<file path="src/rtl/mips_pkg.sv">
// Shared types and widths for the MIPS issue queue slice.
package mips_pkg;

    localparam int INSTR_W = 32;
    localparam int OREG_W  = 20;

    typedef struct packed {
        logic [INSTR_W-1:0] instr;
        logic [OREG_W-1:0]  oreg;
    } entry_t;

    localparam int ENTRY_W = $bits(entry_t);

    typedef logic [0:0] state_t;
    localparam state_t IDLE = 1'b0;
    localparam state_t WAIT = 1'b1;

endpackage

</file>
<file path="src/rtl/mips_issue_fifo.sv">
// Power-of-two circular FIFO holding queued instruction entries.
module mips_issue_fifo
    import mips_pkg::*;
#(
    parameter int DEPTH = 4
) (
    input  logic                   clk,
    input  logic                   rst_n,
    input  logic                   push,
    input  logic [ENTRY_W-1:0]     wr_data,
    input  logic                   pop,
    output logic [ENTRY_W-1:0]     rd_data,
    output logic                   full,
    output logic                   empty,
    output logic [$clog2(DEPTH):0] level
);

    localparam int PTR_W = $clog2(DEPTH);

    logic [ENTRY_W-1:0] mem [DEPTH];
    logic [PTR_W-1:0]   wr_ptr;
    logic [PTR_W-1:0]   rd_ptr;
    logic               do_push;
    logic               do_pop;

    assign full    = (level == (PTR_W+1)'(DEPTH));
    assign empty   = (level == '0);
    assign do_push = push && !full;
    assign do_pop  = pop && !empty;
    assign rd_data = mem[rd_ptr];

    // NOTE: the storage array has no reset; only pointers and level define validity.
    always_ff @(posedge clk) begin
        if (do_push) mem[wr_ptr] <= wr_data;
    end

    // NOTE: sequential state uses non-blocking assignments so all registers update together.
    always_ff @(posedge clk or negedge rst_n) begin
        if (!rst_n) begin
            wr_ptr <= '0;
            rd_ptr <= '0;
            level  <= '0;
        end else begin
            // Pointer width equals log2(DEPTH), so increments wrap modulo DEPTH.
            if (do_push) wr_ptr <= wr_ptr + 1'b1;
            if (do_pop)  rd_ptr <= rd_ptr + 1'b1;
            case ({do_push, do_pop})
                2'b10:   level <= level + 1'b1;
                2'b01:   level <= level - 1'b1;
                default: level <= level;
            endcase
        end
    end

endmodule

</file>
<file path="src/rtl/mips_issue_queue.sv">
// Issue queue feeding a MIPS core one instruction at a time, with a response watchdog.
// Optional statistics counters are enabled by defining MIPS_ISSUE_STATS_EN.
module mips_issue_queue
    import mips_pkg::*;
#(
    parameter int DEPTH   = 4,
    parameter int TIMEOUT = 1023
) (
    input  logic                   clk,
    input  logic                   rst_n,
    input  logic                   host_valid,
    input  logic [31:0]            host_instr,
    input  logic [19:0]            host_oreg,
    output logic                   host_ready,
    output logic                   in_valid,
    output logic [31:0]            instruction,
    output logic [19:0]            output_reg,
    input  logic                   core_out_valid,
    input  logic                   core_fail,
    output logic                   busy,
    output logic                   timeout,
`ifdef MIPS_ISSUE_STATS_EN
    output logic [15:0]            issued_cnt,
    output logic [15:0]            fail_cnt,
`endif
    output logic [$clog2(DEPTH):0] level
);

    localparam int            WD_W    = $clog2(TIMEOUT + 1);
    localparam logic [WD_W-1:0] WD_LAST = WD_W'(TIMEOUT - 1);

    state_t             state;
    logic [WD_W-1:0]    wd_cnt;
    logic               fifo_full;
    logic               fifo_empty;
    logic               pop;
    logic [ENTRY_W-1:0] head_bits;
    entry_t             head;
    entry_t             wr_entry;

    assign wr_entry   = '{instr: host_instr, oreg: host_oreg};
    assign head       = entry_t'(head_bits);
    assign host_ready = !fifo_full;
    assign pop        = (state == IDLE) && !fifo_empty;
    assign busy       = (state == WAIT);

    mips_issue_fifo #(.DEPTH(DEPTH)) u_fifo (
        .clk     (clk),
        .rst_n   (rst_n),
        .push    (host_valid),
        .wr_data (wr_entry),
        .pop     (pop),
        .rd_data (head_bits),
        .full    (fifo_full),
        .empty   (fifo_empty),
        .level   (level)
    );

    always_ff @(posedge clk or negedge rst_n) begin
        if (!rst_n) begin
            state       <= IDLE;
            wd_cnt      <= '0;
            in_valid    <= 1'b0;
            timeout     <= 1'b0;
            instruction <= '0;
            output_reg  <= '0;
        end else begin
            in_valid <= 1'b0;
            timeout  <= 1'b0;
            case (state)
                IDLE: begin
                    // A stray core_out_valid here is deliberately ignored.
                    if (!fifo_empty) begin
                        state       <= WAIT;
                        wd_cnt      <= '0;
                        in_valid    <= 1'b1;
                        instruction <= head.instr;
                        output_reg  <= head.oreg;
                    end
                end
                default: begin
                    wd_cnt <= wd_cnt + 1'b1;
                    if (core_out_valid) begin
                        state <= IDLE;
                    end else if (wd_cnt == WD_LAST) begin
                        state   <= IDLE;
                        timeout <= 1'b1;
                    end
                end
            endcase
        end
    end

`ifdef MIPS_ISSUE_STATS_EN
    always_ff @(posedge clk or negedge rst_n) begin
        if (!rst_n) begin
            issued_cnt <= '0;
            fail_cnt   <= '0;
        end else begin
            if (pop) issued_cnt <= issued_cnt + 1'b1;
            if (state == WAIT && core_out_valid && core_fail) fail_cnt <= fail_cnt + 1'b1;
        end
    end
`endif

endmodule

</file>
<file path="config.mk">
export PLATFORM = sky130hd
export DESIGN_NAME = mips_issue_queue
export DESIGN_NICKNAME = d
export VERILOG_FILES = /design/src/rtl/mips_pkg.sv /design/src/rtl/mips_issue_fifo.sv /design/src/rtl/mips_issue_queue.sv
export SDC_FILE = /design/constraint.sdc
export NUM_CORES = 1
export LEC_CHECK = 0
export CAP_MARGIN = 20
export CELL_PAD_IN_SITES_DETAIL_PLACEMENT = 0
export CELL_PAD_IN_SITES_GLOBAL_PLACEMENT = 1
export CORE_MARGIN = 5
export CORE_UTILIZATION = 51
export DETAILED_ROUTE_END_ITERATION = 8
export GPL_TIMING_DRIVEN = 0
export PLACE_DENSITY_LB_ADDON = 0.1
export SYNTH_ARGS = -nofsm -noshare
export SYNTH_HDL_FRONTEND = slang
export SYNTH_SLANG_ARGS = --single-unit
</file>
<file path="constraint.sdc">
create_clock -name clk -period 3.85 [get_ports clk]
set_input_delay 0.77 -clock clk [delete_from_list [all_inputs] [get_ports clk]]
set_output_delay 0.77 -clock clk [all_outputs]
set_load 0.02 [all_outputs]
</file>
## After elaboration in Yosys (flattened, before gate mapping)

Memory sizes are Yosys's and may differ from the RTL's. A register that Yosys moved wholly into a read port is not among the register bits.
Index checks and enable logic that the tools add are counted.
W data, S select, Z words.

| operators by class | value |
|---|---|
| eq/ne operators | 5 |
| bitwise operators | 2 |
| muxes and demuxes | 13 |
| div/mod/pow operators | 0 |
| order comparisons | 0 |
| shift operators | 0 |
| multipliers | 0 |
| reductions and logical operators | 9 |
| add/sub/neg operators | 5 |

Operator list:

| cell | count |
|---|---|
| $mux W10 | 2 |
| $add A10 B1 Y10 const B | 1 |
| $eq A10 B10 Y1 const B | 1 |
| $mux W1 | 10 |
| $pmux W3 S2 | 1 |
| $add A2 B1 Y2 const B | 2 |
| $add A3 B1 Y3 const B | 1 |
| $eq A3 B3 Y1 const B | 1 |
| $logic_and A1 B1 Y1 | 3 |
| $logic_not A1 Y1 | 3 |
| $logic_not A3 Y1 | 1 |
| $sub A3 B1 Y3 const B | 1 |
| $eq A2 B1 Y1 const B | 1 |
| $eq A2 B2 Y1 const B | 1 |
| $ne A2 B2 Y1 const B | 1 |
| $not A1 Y1 | 2 |
| $reduce_and A2 Y1 | 1 |
| $reduce_bool A2 Y1 | 1 |

| storage, ports and cells | value |
|---|---|
| logic and storage cells | 42 |
| input bits | 57 |
| bits in read-only memories | 0 |
| latch bits | 0 |
| output and inout port bits | 59 |
| RAM bits | 208 |
| bits in registers | 20 |
| memories | 1 |

Memories:

| memory | depth | bits a word | rd ports | clocked after memory_dff | wr ports | line | source |
|---|---|---|---|---|---|---|---|
| u_fifo.mem | 4 | 52 | 1 | 1 | 1 | mips_issue_fifo.sv:20 | `logic [ENTRY_W-1:0] mem [DEPTH];` |

## Depth between registers and ports, before layout

Gate-level depths: netlist of the first run.

| depth | value |
|---|---|
| depth after elaboration | 6 |
| mapped depth | 11 |
| mapped depth without buffers | 10 |

## By module

A second synthesis of the first run with hierarchy kept.

| unflattened totals | value |
|---|---|
| cell total of the unflattened synthesis | 589 |
| area total of the unflattened synthesis | 10635.2 um2 |

Modules (own cells, without submodules):

| module | instances | cells an instance | area each (um2) | seq. area each (um2) |
|---|---|---|---|---|
| mips_issue_fifo | 1 | 309 | 7995.2 | 6421.2 |
| mips_issue_queue | 1 | 280 | 2640.0 | 1626.6 |

## Worst setup path after synthesis of the first run

Ideal clock, no wire load.

| timing path | value |
|---|---|
| path kind | reg-to-reg |
| start point | register u_fifo.level[0] |
| end point | memory u_fifo.mem[0][0] in the netlist's numbering (enable) |
| cell stages (with the launch flop) | 4 |
| data arrival time | 2.213 ns |
| period minus slack after synthesis | 2.628 ns |
| data required time | 3.435 ns |
| path buffers | 0 |
| library setup time | 0.415 ns |
| setup slack | 1.222 ns |
| path through | dfrtp_1 -> inv_1 -> nand3_1 -> and3_1 |

| between the ends | value |
|---|---|
| longest elaborated chain between the ends | 5 |

Ends and longest elaborated chain:

| what | line | source |
|---|---|---|
| start, declared | mips_issue_fifo.sv:15 | `output logic [$clog2(DEPTH):0] level` |
| start signal, assigned | mips_issue_fifo.sv:48 | `2'b10: level <= level + 1'b1;` |
| start signal, assigned | mips_issue_fifo.sv:49 | `2'b01: level <= level - 1'b1;` |
| start signal, assigned | mips_issue_fifo.sv:50 | `default: level <= level;` |
| $eq A3 B3 Y1 | mips_issue_fifo.sv:26 | `assign full = (level == (PTR_W+1)'(DEPTH));` |
| $logic_not A1 Y1 | - |  |
| net host_ready | mips_issue_queue.sv:14 | `output logic host_ready,` |
| $logic_and A1 B1 Y1 | mips_issue_fifo.sv:28 | `assign do_push = push && !full;` |
| $mux W1 | mips_issue_fifo.sv:34 | `if (do_push) mem[wr_ptr] <= wr_data;` |
| $mux W1 (implied by the code) | mips_issue_fifo.sv:34 |  |
| end, declared | mips_issue_fifo.sv:20 |  |

The timed path passes the listed nets, and every way through them passes these cells.

## Worst setup path in the final report of the first run

| timing path | value |
|---|---|
| start point | register u_fifo.level[0] |
| end point | output port host_ready |

| between the ends | value |
|---|---|
| longest elaborated chain between the ends | 2 |

Ends and longest elaborated chain:

| what | line | source |
|---|---|---|
| $eq A3 B3 Y1 | mips_issue_fifo.sv:26 |  |
| $logic_not A1 Y1 | mips_issue_queue.sv:43 | `assign host_ready = !fifo_full;` |
| end, declared | mips_issue_queue.sv:14 |  |

Every way passes these cells.

==> results of run 1 <==
final cells by class:
type | instances | area (µm²) | share of cell area
Buffer | 26 | 216.5 | 0.01671
Timing Repair Buffer | 115 | 1166 | 0.09001
Tap cell | 270 | 337.8 | 0.02608
Antenna cell | 1 | 2.502 | 0.0001932
Multi-Input combinational cell | 273 | 2243 | 0.1732
Sequential cell | 280 | 8048 | 0.6212
Clock inverter | 9 | 70.07 | 0.005409
Clock buffer | 43 | 838.3 | 0.06471
Inverter | 8 | 32.53 | 0.002511
layout by cell type (no fill, tap or decap), types with 3 or more instances in the layout:
cell	instances
o21ai_0	5
edfxtp_1	208
buf_8	4
xor2_1	3
mux2i_1	3
and3_4	4
buf_2	11
buf_6	8
clkinv_2	5
clkbuf_8	6
dfrtp_1	72
nand3_1	8
nand4_1	3
nor2_1	5
xnor2_1	5
clkbuf_1	11
mux4_1	3
clkdlybuf4s50_1	113
inv_1	7
nand2_1	163
ha_1	7
clkbuf_16	29
mux4_2	49
worst register-to-register path, stage by stage, from the launching register on:
cell and delay (ns):
dfrtp_1 0.39, buf_6 0.15, or2_1 0.24, buf_6 0.15, inv_4 0.07, buf_2 0.26, ha_1 0.23, inv_1 0.06
fa_1 0.37, xor2_1 0.15, nor2_1 0.11, xor2_1 0.14
worst max path at each step:
stage | from | to | cells after the start
CTS | u_fifo.level[0]$_DFFE_PN0P_ | host_ready | 3
floorplan | u_fifo.level[0]$_DFFE_PN0P_ | u_fifo.mem[0][0]$_DFFE_PP_ | 3
detailed placement | host_valid | u_fifo.level[2]$_DFFE_PN0P_ | 9
finish | u_fifo.level[0]$_DFFE_PN0P_ | host_ready | 3
global route | u_fifo.level[0]$_DFFE_PN0P_ | host_ready | 3
global placement | rst_n | instruction[20]$_DFFE_PN0P_ | 1
stage by stage:
stage                     TNS, ns  hold slack (ns)  setup WS, ns
after floorplan                 0           0.4484         1.222
after global routing            0           0.1301         1.123
after detailed placement        0           0.4624         1.208
after global placement    -140.67           0.4578        -1.050
after CTS                       0           0.1171         1.160
final                           0           0.1312         1.189
where the power goes:
part	switching (mW)	total [mW]	internal [mW]
registers	0.303	4.41	4.10
logic	1.96	3.60	1.63
clock network	1.07	2.63	1.56
metal layers:
metal | GRT usage | routed length, µm | up-vias
met2 | 0.2964 | 10290 | 133
met5 | 0 | 0 | -
met4 | 0.04458 | 361 | 0
li1 | - | - | 2478
met1 | 0.2328 | 8473 | 2800
met3 | 0.02839 | 1061 | 31
kinds of logic after synthesis:
kind of cell / Yosys count / share of synthesized area
buffers and inverters: 34 / 0.02367
adders and majority gates: 8 / 0.01023
DFF: 280 / 0.7650
xor gates and xnor gates: 8 / 0.006661
AOI/OAI and AO/OA: 8 / 0.004520
and+or+nand+nor: 193 / 0.07362
muxes: 56 / 0.1163
==> summary.txt, run 1 <==
Clocking
  • Post-cts resize count: 0
  • TritonCTS clock tree: built
  • Htree depth: 1
  • Post-CTS Hold Fix Bufs: 0
  • Clock tree sinks: 280
  • Clk Latency, worst-skew pair: 0.52 ns
  • Clk buf depth: 3
  • CTS clk-pin slew, worst paths: 0.06 ns
  • CTS Buf Count: 28
  • CTS Root Cell: clkbuf_16
  • Post-CTS Setup Repair Bufs: 0

Finish
  • Number of fill cells in the layout: 1515
  • Fraction of layout cells with a size suffix above 1: 0.1645
  • Fin nets: 797
  • Max reg flops: 208
  • Fin util: 0.6382
  • Post-Layout Cell Count: 1025
  • Area growth from synthesis to final layout: 23.14%
  • Post-Layout Inst Area: 12950 µm²

STA
  • Slew HR: 0.4118
  • Final hold viol count: 0
  • Min Tclk post-route: 2.661 ns
  • Final period util: 0.6911
  • Final setup vio count: 0
  • Unrepaired setup endpoints after global routing: no
  • FMAX: 375.8 MHz
  • Final Skew: 0.009346 ns
  • Slew Limit Fails: 0
  • Worst-margin pin slew: 0.8822 ns

Routing
  • DRT Wirelength: 20190 µm
  • Final ANT Viol Nets: 0
  • Initial DRC Count: 291
  • Vias per cell: 5.309
  • Router iterations before antenna repair: 4
  • Final routed DRC violation total: 0
  • Vias: 5442
  • Wirelength per Cell: 19.70 µm

Yosys
  • Most frequent cells after synthesis: edfxtp_1, nand2_1, dfrtp_1, mux4_2, buf_2
  • Synth area leaders: edfxtp_1, dfrtp_1, mux4_2
  • Netlist cell types: 33
  • Syn nets: 652
  • Mean Syn Cell Area: 17.92 µm²
  • Synth Register Bits: 280
  • Synth area leader: edfxtp_1
  • Top-count cell post-synth: edfxtp_1
  • Sequential share of the synthesized area: 0.7650
  • Mapped cell area: 10520 µm²
  • Post-synth EDFFs: 208
  • Gate Count Post-Synth: 587
  • Top-area cell type share of the netlist area: 0.5937
  • Ys Warns: 0
  • Top FF cell, synth: edfxtp_1
  • Asr flop ratio synth: 0.2571

Critical path
  • Worst path cell trace: inv_1, nand3_1, clkdlybuf4s50_1
  • Worst r2r src: busy$_DFF_PN0_
  • Crit Path Max Fanout: 6
  • Reg2reg end: u_fifo.level[2]$_DFFE_PN0P_
  • Cells on worst reg2reg path: 11
  • Internal reg-to-reg setup slack: 1.46 ns
  • Crit path max-delay family: buffers and inverters
  • CP required: 3.08 ns
  • Slowest CP cell: clkdlybuf4s50_1
  • Crit. End Element: output pin
  • Type of origin of the critical path: register
  • Critical path class: register to output pin
  • CP Data Arrival Time: 1.89 ns
  • Slowest stage delay, CP: 0.65 ns
  • Worst Path Buf+Inv: 2

Floorplanning
  • I/O pins: 116
  • Row cnt: 52
  • Core Region: 20300 µm²
  • Die area: 23600 µm²
  • Initial Util: 0.5182
  • Die width: 153.6 µm
  • Die height: 153.6 µm

Power and ir drop
  • Total power: 10.63 mW
  • Maximum vdd drop: 539.1 µV
  • Pwr dens: 820.6 nW/µm²
  • Leakage: 4.820 nW

Global route
  • Vias in the first global route: 5951
  • Global-route wire length before repair: 32310 µm
  • Gr ovfl total: 0
  • Initial antenna violation count: 0
  • Tot GR Track Use: 0.1725
  • Largest net degree at the start of global routing: 58

Job
  • Max Cap Violations: 0

Outcome
  • Run status: complete, no violations

Placement
  • DP Wirelength: 11980 µm
  • Gpl congestion: 0.7358
  • Port-buffer cells: 114
  • Placed Area: 12040 µm²
  • Placed Cells: 972

Min path
  • Hold Path Class: input port to asynchronous set/reset pin
Note: power is estimated with default switching activity, not from simulation.
==> inputs of run 2 (changes only) <==
- CORE_UTILIZATION: 51 -> 43
- clock period: 3.85 -> 2.2 ns (I/O delays scaled with it)
==> summary.txt, run 2 (synthesis results as in run 1) <==
STA
  • Slew Limit Fails: 0 (unchanged)
  • Final period util: 0.9422
  • FMAX: 482.4 MHz
  • Min Tclk post-route: 2.073 ns
  • Final setup vio count: 0 (unchanged)
  • Final Skew: 0.009626 ns (+0.0002803 ns)
  • Slew HR: 0.4008 (-0.01107)
  • Worst-margin pin slew: 0.8988 ns (+0.01660 ns)
  • Final hold viol count: 0 (unchanged)

Clocking
  • Clock tree sinks: 280 (unchanged)
  • TritonCTS clock tree: built
  • Htree depth: 1 (unchanged)
  • CTS Buf Count: 29 (+3.6%)
  • Clk buf depth: 3 (unchanged)
  • CTS Root Cell: clkbuf_16
  • Clk Latency, worst-skew pair: 0.52 ns (about the same)
  • CTS clk-pin slew, worst paths: 0.06 ns (about the same)

Routing
  • Initial DRC Count: 242 (-17%)
  • DRT Wirelength: 20580 µm (+1.9%)
  • Vias: 5413 (-0.53%)
  • Final routed DRC violation total: 0 (unchanged)
  • Final ANT Viol Nets: 0 (unchanged)
  • Vias per cell: 4.980 (-6.2%)
  • Wirelength per Cell: 18.93 µm (-3.9%)
  • Router iterations before antenna repair: 4 (unchanged)

Finish
  • Commonest non-fill, non-tap cells in the layout: edfxtp_1, nand2_1, clkdlybuf4s50_1
  • Area growth from synthesis to final layout: 26.31%
  • Fin util: 0.5496 (-0.08859)
  • Post-Layout Cell Count: 1087 (+6.0%)
  • Fin nets: 806 (+1.1%)
  • # diodes: 0 (-1)
  • Post-Layout Inst Area: 13290 µm² (+2.6%)
  • Max reg flops: 208 (unchanged)
  • Commonest non-fill, non-tap cell in the layout: edfxtp_1
  • Number of fill cells in the layout: 1933 (+28%)
  • Fraction of layout cells with a size suffix above 1: 0.1887 (+0.02427)

Floorplanning
  • I/O pins: 116 (unchanged)
  • Row cnt: 57 (+9.6%)
  • Initial Util: 0.4351 (-0.08312)
  • Die width: 166.4 µm (+8.3%)
  • Die area: 27690 µm² (+17%)
  • Core Region: 24180 µm² (+19%)
  • Die height: 166.4 µm (+8.3%)

Critical path
  • Worst Path Buf+Inv: 4 (+2)
  • Type of origin of the critical path: register
  • Worst path depth: 10 (+7)
  • Worst path cell trace: buf_6, or2_1, buf_6, clkinv_8, ha_4, inv_1, fa_1, xor2_1, nor2_1, xor2_1
  • Slowest CP cell: dfrtp_2
  • CP Data Arrival Time: 2.52 ns (+0.63 ns)
  • Worst r2r src: busy$_DFF_PN0_
  • Cells on worst reg2reg path: 10 (-1)
  • CP endpoint: u_fifo.level[2]$_DFFE_PN0P_
  • CP required: 2.65 ns (-0.43 ns)
  • CP startpoint: busy$_DFF_PN0_
  • Slowest stage delay, CP: 0.41 ns (-0.24 ns)
  • Critical path class: register to register
  • Internal reg-to-reg setup slack: 0.13 ns (-1.33 ns)
  • Crit. End Element: register
  • Reg2reg end: u_fifo.level[2]$_DFFE_PN0P_
  • Crit path max-delay family: adder cells
  • Crit Path Max Fanout: 12 (+6)

Job
  • Max Cap Violations: 0 (unchanged)

Global route
  • Largest net degree at the start of global routing: 53 (-8.6%)
  • Initial antenna violation count: 0 (unchanged)
  • Tot GR Track Use: 0.1486 (-0.02388)
  • Global-route wire length before repair: 32430 µm (+0.37%)
  • Gr ovfl total: 0 (unchanged)
  • Vias in the first global route: 5824 (-2.1%)

Placement
  • Placed Area: 12200 µm² (+1.3%)
  • DP Wirelength: 12540 µm (+4.7%)
  • Gpl congestion: 0.7366 (+0.11%)
  • Port-buffer cells: 114 (unchanged)
  • Placed Cells: 1029 (+5.9%)

Power and ir drop
  • Pwr dens: 1453 nW/µm² (+77%)
  • Total power: 19.30 mW (+82%)
  • Maximum vdd drop: 781.5 µV (+45%)
  • Leakage: 4.928 nW (+2.2%)

Min path
  • Hold Path Class: input port to asynchronous set/reset pin

Outcome
  • Run status: complete, no violations
## run 2: per-stage QoR
step,TNS (ns),setup slack [ns],hold slack (ns)
floorplan,0,0.01345,0.1444
finish,0,0.1272,0.4037
detailed placement,-5.326,-0.1688,0.4050
global placement,-271.25,-2.575,0.4580
global route,-0.009541,-0.009541,0.4346
CTS,0,0.003562,0.4071
## run 2: worst min path at each step
stage                              startpoint                         to  cells after the start
finish                                  rst_n  output_reg[9]$_DFFE_PN0P_                      2
global route                            rst_n  output_reg[9]$_DFFE_PN0P_                      2
CTS                                     rst_n  output_reg[9]$_DFFE_PN0P_                      2
detailed placement                      rst_n  output_reg[9]$_DFFE_PN0P_                      1
global placement    output_reg[0]$_DFFE_PN0P_  output_reg[0]$_DFFE_PN0P_                      2
floorplan                               rst_n             busy$_DFF_PN0_                      0
## run 2: worst register-to-register path, cell delays in order (launching register included)
cell and delay [ns]:
dfrtp_2 0.41, buf_6 0.14, or2_1 0.23, buf_6 0.14, clkinv_8 0.08, ha_4 0.15
inv_1 0.05, fa_1 0.37, xor2_1 0.15, nor2_1 0.13, xor2_1 0.14
## run 2: power breakdown
part           internal (mW)  switching (mW)
registers               7.17           0.538
clock network           3.15            1.93
logic                   3.04            3.47
total                   13.4            5.94
## run 2: area by class of cell
| class | instances | area [µm²] | area share |
|---|---|---|---|
| Buffer | 25 | 211.5 | 0.01591 |
| Clock buffer | 32 | 747.0 | 0.05621 |
| Tap cell | 324 | 405.4 | 0.03051 |
| Clock inverter | 21 | 267.8 | 0.02015 |
| Sequential cell | 280 | 8049 | 0.6057 |
| Multi-Input combinational cell | 273 | 2270 | 0.1708 |
| Inverter | 8 | 42.54 | 0.003202 |
| Timing Repair Buffer | 124 | 1295 | 0.09746 |
## run 2: timing repair
item / CTS / global route
hold endpoints to repair: 25 / 0
endpoints found under the setup margin: 2 / 1
resized for setup: 3 / 7
pin swaps: 0 / 1
hold buffers: 1 / 0
buffers inserted: 0 / 5
## run 2: metal layers
metal / vias to the layer above / wire [µm] / share of wire / track usage
met5: - / 0 / 0 / 0
met4: 0 / 292 / 0.014 / 0.03451
met3: 23 / 1068 / 0.052 / 0.02512
met2: 138 / 10740 / 0.52 / 0.2596
met1: 2755 / 8475 / 0.41 / 0.1973
li1: 2497 / - / - / -
==> inputs of run 3 (changes only) <==
- CORE_UTILIZATION: 43 -> 45
- CTS_BUF_LIST: not set -> sky130_fd_sc_hd__clkbuf_8
==> summary.txt, run 3 (synthesis results as in run 1) <==
Power and ir drop
  • Combinational share of power: 0.361 (+0.024)
  • Sw frac: 0.3262 (+0.01836)
  • Total power: 18.37 mW (-4.8%)
  • Psw: 5.994 mW (+0.85%)
  • Maximum vdd drop: 655.0 µV (-16%)
  • Sequential share of power: 0.419 (+0.020)
  • Clk network pwr share: 0.220 (-0.043)
  • Int Pwr: 12.38 mW (-7.3%)
  • Leakage: 4.974 nW (+0.95%)
  • Pwr dens: 1399 nW/µm² (-3.7%)

Global route
  • Largest net degree at the start of global routing: 44 (-17%)
  • Tot GR Track Use: 0.1652 (+0.01656)
  • Initial antenna violation count: 1 (+1)
  • Vias in the first global route: 6030 (+3.5%)
  • Gr ovfl total: 0 (unchanged)
  • Global-route wire length before repair: 33510 µm (+3.3%)

Routing
  • Final routed DRC violation total: 0 (unchanged)
  • Initial DRC Count: 278 (+15%)
  • Vias: 5515 (+1.9%)
  • Highest routed layer: met5
  • Final ANT Viol Nets: 0 (unchanged)
  • Wirelength per Cell: 18.89 µm (-0.20%)
  • Router iterations before antenna repair: 4 (unchanged)
  • Vias per cell: 4.942 (-0.76%)
  • Metal2 WL: 10370 µm (-3.4%)
  • Met3 WL: 1223 µm (+15%)
  • DRT Wirelength: 21080 µm (+2.5%)
  • Post-Route M1 WL: 9099 µm (+7.4%)

Finish
  • Commonest non-fill, non-tap cells in the layout: edfxtp_1, nand2_1, clkdlybuf4s50_1
  • Fin nets: 825 (+2.4%)
  • Register area: 8050 µm² (about the same)
  • Commonest non-fill, non-tap cell in the layout: edfxtp_1
  • Fraction of layout cells with a size suffix above 1: 0.1932 (+0.004496)
  • # diodes: 0 (unchanged)
  • Area occupied by multi-input gates: 2266 µm² (-0.17%)
  • Number of fill cells in the layout: 1887 (-2.4%)
  • Max reg flops: 208 (unchanged)
  • Area growth from synthesis to final layout: 24.84%

Critical path
  • CP required: 2.64 ns (about the same)
  • Crit Path Max Fanout: 9 (-3)
  • Type of origin of the critical path: register
  • Critical path class: register to register
  • Crit. End Element: register
  • CP Data Arrival Time: 2.51 ns (about the same)

Clocking
  • CTS clk-pin slew, worst paths: 0.06 ns (about the same)
  • Htree depth: 2 (+1)
  • CTS Root Cell: clkbuf_8
  • CTS Buf Count: 46 (+59%)
  • Clk buf depth: 3 (unchanged)
  • Clk Latency, worst-skew pair: 0.53 ns (about the same)
  • Clock tree sinks: 280 (unchanged)
  • TritonCTS clock tree: built

STA
  • FMAX: 481.3 MHz (-0.23%)
  • Worst-margin pin slew: 0.5791 ns (-0.3198 ns)
  • Slew HR: 0.6139 (+0.2132)
  • Final Skew: 0.01877 ns (+0.009145 ns)
  • Final period util: 0.9444 (+0.002203)
  • Final hold viol count: 0 (unchanged)
  • Min Tclk post-route: 2.078 ns (+0.004846 ns)
  • Unrepaired setup endpoints after global routing: no
  • Final setup vio count: 0 (unchanged)
  • Slew Limit Fails: 0 (unchanged)
  • Hold WS: 0.4410 ns (+0.03726 ns)

Floorplanning
  • Core Region: 23260 µm² (-3.8%)
  • Die area: 26540 µm² (-4.2%)
  • I/O pins: 116 (unchanged)
  • Initial Util: 0.4522 (+0.01711)
  • Die width: 162.9 µm (-2.1%)
  • Die height: 162.9 µm (-2.1%)
  • Row cnt: 56 (-1.8%)

Min path
  • Hold Path Class: input port to asynchronous set/reset pin

Outcome
  • Run status: complete, no violations

Job
  • Max Cap Violations: 0 (unchanged)

Placement
  • Gpl congestion: 0.7355 (-0.15%)
  • DP Wirelength: 12780 µm (+1.9%)
  • Port-buffer cells: 114 (unchanged)
run 3: area by class of cell:
cell class,count,area share
flip-flops and latches,280,0.6129
clock buffers,51,0.05344
well taps,319,0.03039
repair buffers,126,0.1007
plain buffers,25,0.01639
inverters,8,0.003239
multi-input cells,273,0.1725
clock inverters,34,0.01038
run 3: final timing paths:
check	from	to	slack, ns	depth (start not counted)
worst min register to register	output_reg[2]$_DFFE_PN0P_	output_reg[2]$_DFFE_PN0P_	0.47	2
min in group clk	output_reg[2]$_DFFE_PN0P_	output_reg[2]$_DFFE_PN0P_	0.47	2
max in group asynchronous	rst_n	instruction[22]$_DFFE_PN0P_	1.14	3
worst min-delay path	rst_n	output_reg[14]$_DFFE_PN0P_	0.44	2
worst max-delay path	busy$_DFF_PN0_	u_fifo.level[2]$_DFFE_PN0P_	0.12	10
worst max register to register	busy$_DFF_PN0_	u_fifo.level[2]$_DFFE_PN0P_	0.12	10
run 3: repair_timing:
item                                   CTS  global route
endpoints found under the hold margin   38             0
resized for setup                        5             6
setup buffers                            0             6
setup endpoints to repair                3             1
pin swaps                                0             2
hold buffers                             1             0
run 3: stage by stage:
step | instances | TNS (ns) | setup slack [ns] | util | area, µm²
after floorplan | 587 | 0 | 0.01345 | - | 10530
after global placement | 1020 | -274.95 | -2.663 | 0.5190 | 12070
after detailed placement | 1025 | -0.2052 | -0.1719 | 0.5252 | 12220
after CTS | 1110 | 0 | 0.001877 | 0.5618 | 13070
after global routing | 1116 | 0 | 0.03833 | 0.5646 | 13130
final | 1116 | 0 | 0.1224 | 0.5646 | 13130
run 3: power groups by stage:
stage | combinational (mW) | clock (mW) | sequential [mW]
after floorplan | 3.48 | 0 | 8.32
after global placement | 6.39 | 0 | 7.79
after detailed placement | 6.63 | 0 | 7.81
after CTS | 6.67 | 4.18 | 7.72
after global routing | 7.27 | 4.44 | 7.84
final | 6.63 | 4.05 | 7.70
run 3: critical path: stages (launching register included):
cell	delay, ns
dfrtp_2	0.41
buf_6	0.14
or2_4	0.25
buf_8	0.14
inv_12	0.06
ha_2	0.18
inv_1	0.06
fa_2	0.33
xor2_1	0.14
nor2_1	0.12
xor2_1	0.15
run 3: per-layer routing:
layer | vias to the layer above | GRT usage
met5 | - | 0
met4 | 2 | 0.04804
met3 | 36 | 0.04328
met2 | 139 | 0.2704
met1 | 2796 | 0.2208
li1 | 2542 | -
==> edit 1 (flow settings as in run 3) <==
Set the parameter `TIMEOUT` to 2046 (it was 1023).
--- a/src/rtl/mips_issue_queue.sv
+++ b/src/rtl/mips_issue_queue.sv
@@ -4,7 +4,7 @@
     import mips_pkg::*;
 #(
     parameter int DEPTH   = 4,
-    parameter int TIMEOUT = 1023
+    parameter int TIMEOUT = 2046
 ) (
     input  logic                   clk,
     input  logic                   rst_n,
Check against the original RTL: same outputs for any inputs over 4 cycles, from zero or initial values and one cycle with rst_n low; that may be too few to reach the edited logic, so the function may still have changed.
==> edit 1 against run 3 <==
  * Design area rose by 2.2%
  * Core utilization increased by 0.57 points
  * Sequential cell count grew 1
  * Largest cell class unchanged
  * Power increased by 5.1%
  * Setup slack got worse by 0.034 ns
  * Area after synthesis up 2.7%
  * Via count shrank 5.8%
  * Largest power group unchanged
  * Wire length grew 0.99%
==> edit 1: results (changes against run 3) <==
Placed inst area: 12,500 sq um (+2.1%)
Cell leakage power: 4.89 nW (-1.8%)
Number of buffers created by CTS: 47 (+2.2%)
Share of post-route cells with drive strength above 1: 0.292 (+0.0992)
Worst min-delay path class: primary input to async pin
CP peak stage delay: 0.41 ns (about the same)
R2R depth: 9 (-1)
Largest register FFs: 208 (unchanged)
Diode count: 0 (unchanged)
First-pass GRT wire length: 33.0 mm (-1.6%)
R2r endpoint: u_fifo.level[2]$_DFFE_PN0P_
Worst Path Max Fanout: 3 (-6)
Final Skew: 0.0184 ns (-0.000339 ns)
Status: finished clean
Measured slew at the worst slew-check pin: 0.832 ns (+0.253 ns)
Nets: 730 (-12%)
Crit Reg-Reg Startpoint: u_fifo.level[0]$_DFFE_PN0P_
Syn_nets: 550 (-16%)
Post-layout util: 0.570 (+0.00571)
Final Hold Slack: 0.456 ns (+0.0152 ns)
Synth area leaders: edfxtp_1 (58%), dfrtp_1 (17%), mux4_2 (11%), mux2_4 (6.8%), buf_12 (0.93%)
Synth cell count leaders: edfxtp_1 (208), dfrtp_1 (73), mux4_2 (52), mux2_4 (49), nand2_1 (10)
R2R setup slack: 0.10 ns (-0.02 ns)
Yosys warns: 0 (unchanged)
Dpl hpwl: 12.7 mm (-0.94%)
Seq/Total Area, Yosys: 0.748 (-0.0174)
Largest net degree at the start of global routing: 52 (+18%)
Number of synthesized flops with an enable pin: 208 (unchanged)
Yosys cell types: 36 (+9.1%)
GP Congestion: 0.712 (-3.2%)
First-pass iteration count of the detailed router: 4 (unchanged)
Worst EP arrival: 1.67 ns (-0.84 ns)
Clk root buf: clkbuf_8
Ys async rst share: 0.260 (+0.00264)
Insertion delay to the later sink of the worst-skew pair: 0.53 ns (about the same)
Fillers: 1,848 (-2.1%)
WL per Instance: 20.9 microns (+10%)
Worst-path cell with the longest stage delay: dfrtp_2
CTS max path bufs: 3 (unchanged)
Initial antenna violation count: 0 (-1)
Vias in the first global route: 5,871 (-2.6%)
Port Buffer Count: 114 (unchanged)
Reg clk slew, reported paths: 0.06 ns (about the same)
All-Layer GR Usage: 0.162 (-0.00294)
Vias per inst: 5.10 (+3.1%)
VDD IR max: 0.837 mV (+28%)
H-tree Lvls: 2 (unchanged)
Iter 0 DRT Violations: 224 (-19%)
-- edit 1: changes by cell type after synthesis, sizes merged, moves of 3 or more --
cell and change:
o21ai +3, nor2 -3, nand3 -4, mux2 +52, nand2 -154, buf -8
-- edit 1: worst max path at each step --
| stage | to | startpoint |
|---|---|---|
| 2_1_floorplan | u_fifo.level[2]$_DFFE_PN0P_ | u_fifo.level[0]$_DFFE_PN0P_ |
| 3_3_place_gp | u_fifo.level[2]$_DFFE_PN0P_ | rst_n |
| 3_5_place_dp | u_fifo.level[2]$_DFFE_PN0P_ | host_valid |
| 4_1_cts | u_fifo.level[2]$_DFFE_PN0P_ | u_fifo.level[1]$_DFFE_PN0P_ |
| 5_1_grt | host_ready | u_fifo.level[0]$_DFFE_PN0P_ |
| 6_report | host_ready | u_fifo.level[0]$_DFFE_PN0P_ |
-- edit 1: kinds of logic after synthesis --
group,count (synthesis),synth area share
flip-flops,281,0.748
XOR/XNOR,8,0.00649
multiplexers,109,0.184
adder cells (fa/ha/maj),8,0.00996
AO/OA/AOI/OAI,16,0.00973
buffers and inverters,28,0.0218
AND/OR/NAND/NOR,35,0.0200
-- edit 1: worst max-delay path: cells and delay by family, from the launching register on --
family / cells / cell delay, ns
and+or+nand+nor: 1 / 0.41
buffers and inverters: 1 / 0.33
DFF: 1 / 0.41
-- edit 1: timing repair --
action | 4_1_cts | 5_1_grt
endpoints found under the setup margin | 3 | 2
resized for setup | 2 | 1
hold endpoints to repair | 32 | 0
pin swaps | 3 | 3
hold buffers | 1 | 0
setup buffers | 7 | 4
-- edit 1: area by class of cell --
class,instances,area share
flip-flops and latches,281,0.602
repair buffers,131,0.100
multi-input cells,176,0.187
plain buffers,19,0.0150
clock inverters,35,0.0124
inverters,9,0.00252
clock buffers,50,0.0513
well taps,319,0.0297
-- edit 1: routing by layer --
metal	vias up	share of wire	wire, microns	track usage
met1	2706	0.42	8870	0.201
li1	2320	-	-	-
met2	127	0.50	10600	0.278
met5	-	0	0	0
met4	0	0.024	501	0.0522
met3	44	0.060	1280	0.0439
-- edit 1: metrics by stage --
step | cells | worst slack, ns
3_3_place_gp | 918 | -2.97
6_report | 1020 | 0.0883
4_1_cts | 1016 | 0.000828
5_1_grt | 1020 | 0.0159
3_5_place_dp | 923 | -0.116
2_1_floorplan | 485 | 0.000341
-- edit 1: power breakdown --
group	switching, mW	internal (mW)	total (mW)
registers	0.557	7.22	7.77
clock network	1.94	2.21	4.14
logic	3.35	4.03	7.38
==> edit 2 (settings of run 3) <==
Made on the original files. Register the output `level`, with the module's reset; this adds one clock of latency there. The other outputs are not delayed to match.
--- a/src/rtl/mips_issue_queue.sv
+++ b/src/rtl/mips_issue_queue.sv
@@ -29,6 +29,8 @@
     localparam int            WD_W    = $clog2(TIMEOUT + 1);
     localparam logic [WD_W-1:0] WD_LAST = WD_W'(TIMEOUT - 1);
 
+    logic [$clog2(DEPTH):0] level_d;
+
     state_t             state;
     logic [WD_W-1:0]    wd_cnt;
     logic               fifo_full;
@@ -53,7 +55,7 @@
         .rd_data (head_bits),
         .full    (fifo_full),
         .empty   (fifo_empty),
-        .level   (level)
+        .level   (level_d)
     );
 
     always_ff @(posedge clk or negedge rst_n) begin
@@ -103,5 +105,13 @@
     end
 `endif
 
+    always_ff @(posedge clk or negedge rst_n) begin
+        if (!rst_n) begin
+            level <= '0;
+        end else begin
+            level <= level_d;
+        end
+    end
+
 endmodule
 
Behaviour: not the same (Yosys sat finds a counterexample within 4 cycles, from zero or initial values and one cycle with rst_n low).
==> edit 2 against run 3 <==
  * Design area rose by 0.80%
  * Global-route usage down 1.1 points
  * Sequential share of layout area is 0.090 points higher
  * Power increased by 2.5%
  * Sequential power is 2% higher
  * Wire length fell by 3.8%
  * Clock power rose by 3%
  * Critical path depth down 1
  * Area after synthesis increased by 1.2%
  * Hold slack worse by 0.065 ns
  * Setup slack got worse by 0.065 ns
  * Sequential cell count rose by 3
  * Maximum frequency is 3.0% lower
  * Critical path type unchanged
==> edit 2: results (changes against run 3) <==
Seq/Total Area, Yosys: 0.763 (-0.00230)
CTS max path bufs: 3 (unchanged)
Sequential Power Share: 0.415 (-0.004)
Kind of critical path: flop to flop
Yosys warns: 0 (unchanged)
Pre-CTS setup slack: -0.192 ns (-0.0205 ns)
Iter 0 DRT Violations: 238 (-14%)
Ys async rst share: 0.265 (+0.00787)
Number of buffers created by CTS: 45 (-2.2%)
Synth cell count leaders: edfxtp_1 (208), dfrtp_1 (75), mux4_2 (52), mux2_4 (30), mux2_2 (23)
Fillers: 1,810 (-4.1%)
Number of synthesized flops with an enable pin: 208 (unchanged)
Post-Place Cells: 915 (-11%)
First-pass iteration count of the detailed router: 4 (unchanged)
Reg clk slew, reported paths: 0.07 ns
Worst Path Max Fanout: 3 (-6)
Port Buffer Count: 114 (unchanged)
Vias in the first global route: 5,638 (-6.5%)
WL per Instance: 20.3 microns (+7.2%)
Largest net degree at the start of global routing: 55 (+25%)
First-pass GRT wire length: 31.4 mm (-6.3%)
Share of post-route cells with drive strength above 1: 0.296 (+0.103)
Comb pwr: 6.85 mW (+3.3%)
Worst EP arrival: 2.58 ns (+0.07 ns)
VDD IR max: 0.744 mV (+14%)
Insertion delay to the later sink of the worst-skew pair: 0.54 ns
Final Skew: 0.0217 ns (+0.00295 ns)
Slew margin rel.: 0.500 (-0.114)
Dpl hpwl: 12.4 mm (-2.7%)
Switching Share: 0.299 (-0.0273)
Syn_nets: 542 (-17%)
Final cell count without fillers: 1,001 (-10%)
Vias per inst: 5.09 (+3.1%)
Yosys cell types: 34 (+3.0%)
Status: finished clean
Logic pwr share: 0.364 (+0.003)
Placed inst area: 12,300 sq um (+0.83%)
Cell leakage power: 4.77 nW (-4.1%)
Initial antenna violation count: 0 (-1)
Diode count: 0 (unchanged)
Clk root buf: clkbuf_8
All-Layer GR Usage: 0.154 (-0.0109)
GP Congestion: 0.722 (-1.9%)
Largest register FFs: 208 (unchanged)
Fin area: 13,200 sq um (+0.80%)
Crit Reg-Reg Startpoint: u_fifo.level[1]$_DFFE_PN0P_
Synth Instances: 477 (-19%)
Worst min-delay path class: primary input to async pin
H-tree Lvls: 2 (unchanged)
Nets: 714 (-13%)
Synth area leaders: edfxtp_1 (59%), dfrtp_1 (18%), mux4_2 (11%), mux2_4 (4.2%), mux2_2 (2.4%)
## edit 2: layout make-up
class / instances / area share
tap: 319 / 0.0301
buffer: 20 / 0.0117
clock buffer: 52 / 0.0541
inverter: 8 / 0.00227
sequential: 283 / 0.614
timing repair buffer: 125 / 0.0976
clock inverter: 28 / 0.0104
multi-input combinational: 166 / 0.180
## edit 2: layer usage
metal  track usage  wire (microns)  vias to the layer above
met5             0               0                        -
met3        0.0409            1120                       42
li1              -               -                     2261
met2         0.262           10300                      122
met1         0.194            8360                     2675
met4        0.0515             460                        0
## edit 2: logic make-up after synthesis
group,after synthesis,share of synthesized area
flip-flops,283,0.763
AND/OR/NAND/NOR,28,0.0155
multiplexers,109,0.180
XOR/XNOR,8,0.00658
AO/OA/AOI/OAI,13,0.00811
buffers and inverters,28,0.0167
adder cells (fa/ha/maj),8,0.0101
## edit 2: path summary, 6_finish.rpt
check	slack [ns]	cells past startpoint	endpoint
max in group asynchronous	1.18	3	u_fifo.level[2]$_DFFE_PN0P_
min in group clk	0.41	0	level[1]$_DFF_PN0_
worst max register to register	0.06	9	u_fifo.level[2]$_DFFE_PN0P_
worst max-delay path	0.06	9	u_fifo.level[2]$_DFFE_PN0P_
worst min-delay path	0.38	2	instruction[21]$_DFFE_PN0P_
worst min register to register	0.41	0	level[1]$_DFF_PN0_
## edit 2: critical path: stages (launching register included)
cell     delay [ns]
dfrtp_2        0.41
or3b_4         0.41
and2_4         0.18
inv_1          0.06
ha_2           0.18
inv_1          0.05
fa_2           0.33
xor2_1         0.15
nor2_1         0.13
xor2_1         0.16
## edit 2: repair_timing
item | in CTS | in global routing
endpoints found under the hold margin | 21 | 0
hold buffers | 1 | 0
pin swaps | 3 | 1
setup endpoints to repair | 3 | 3
setup buffers | 2 | 3
gates resized for setup | 8 | 3
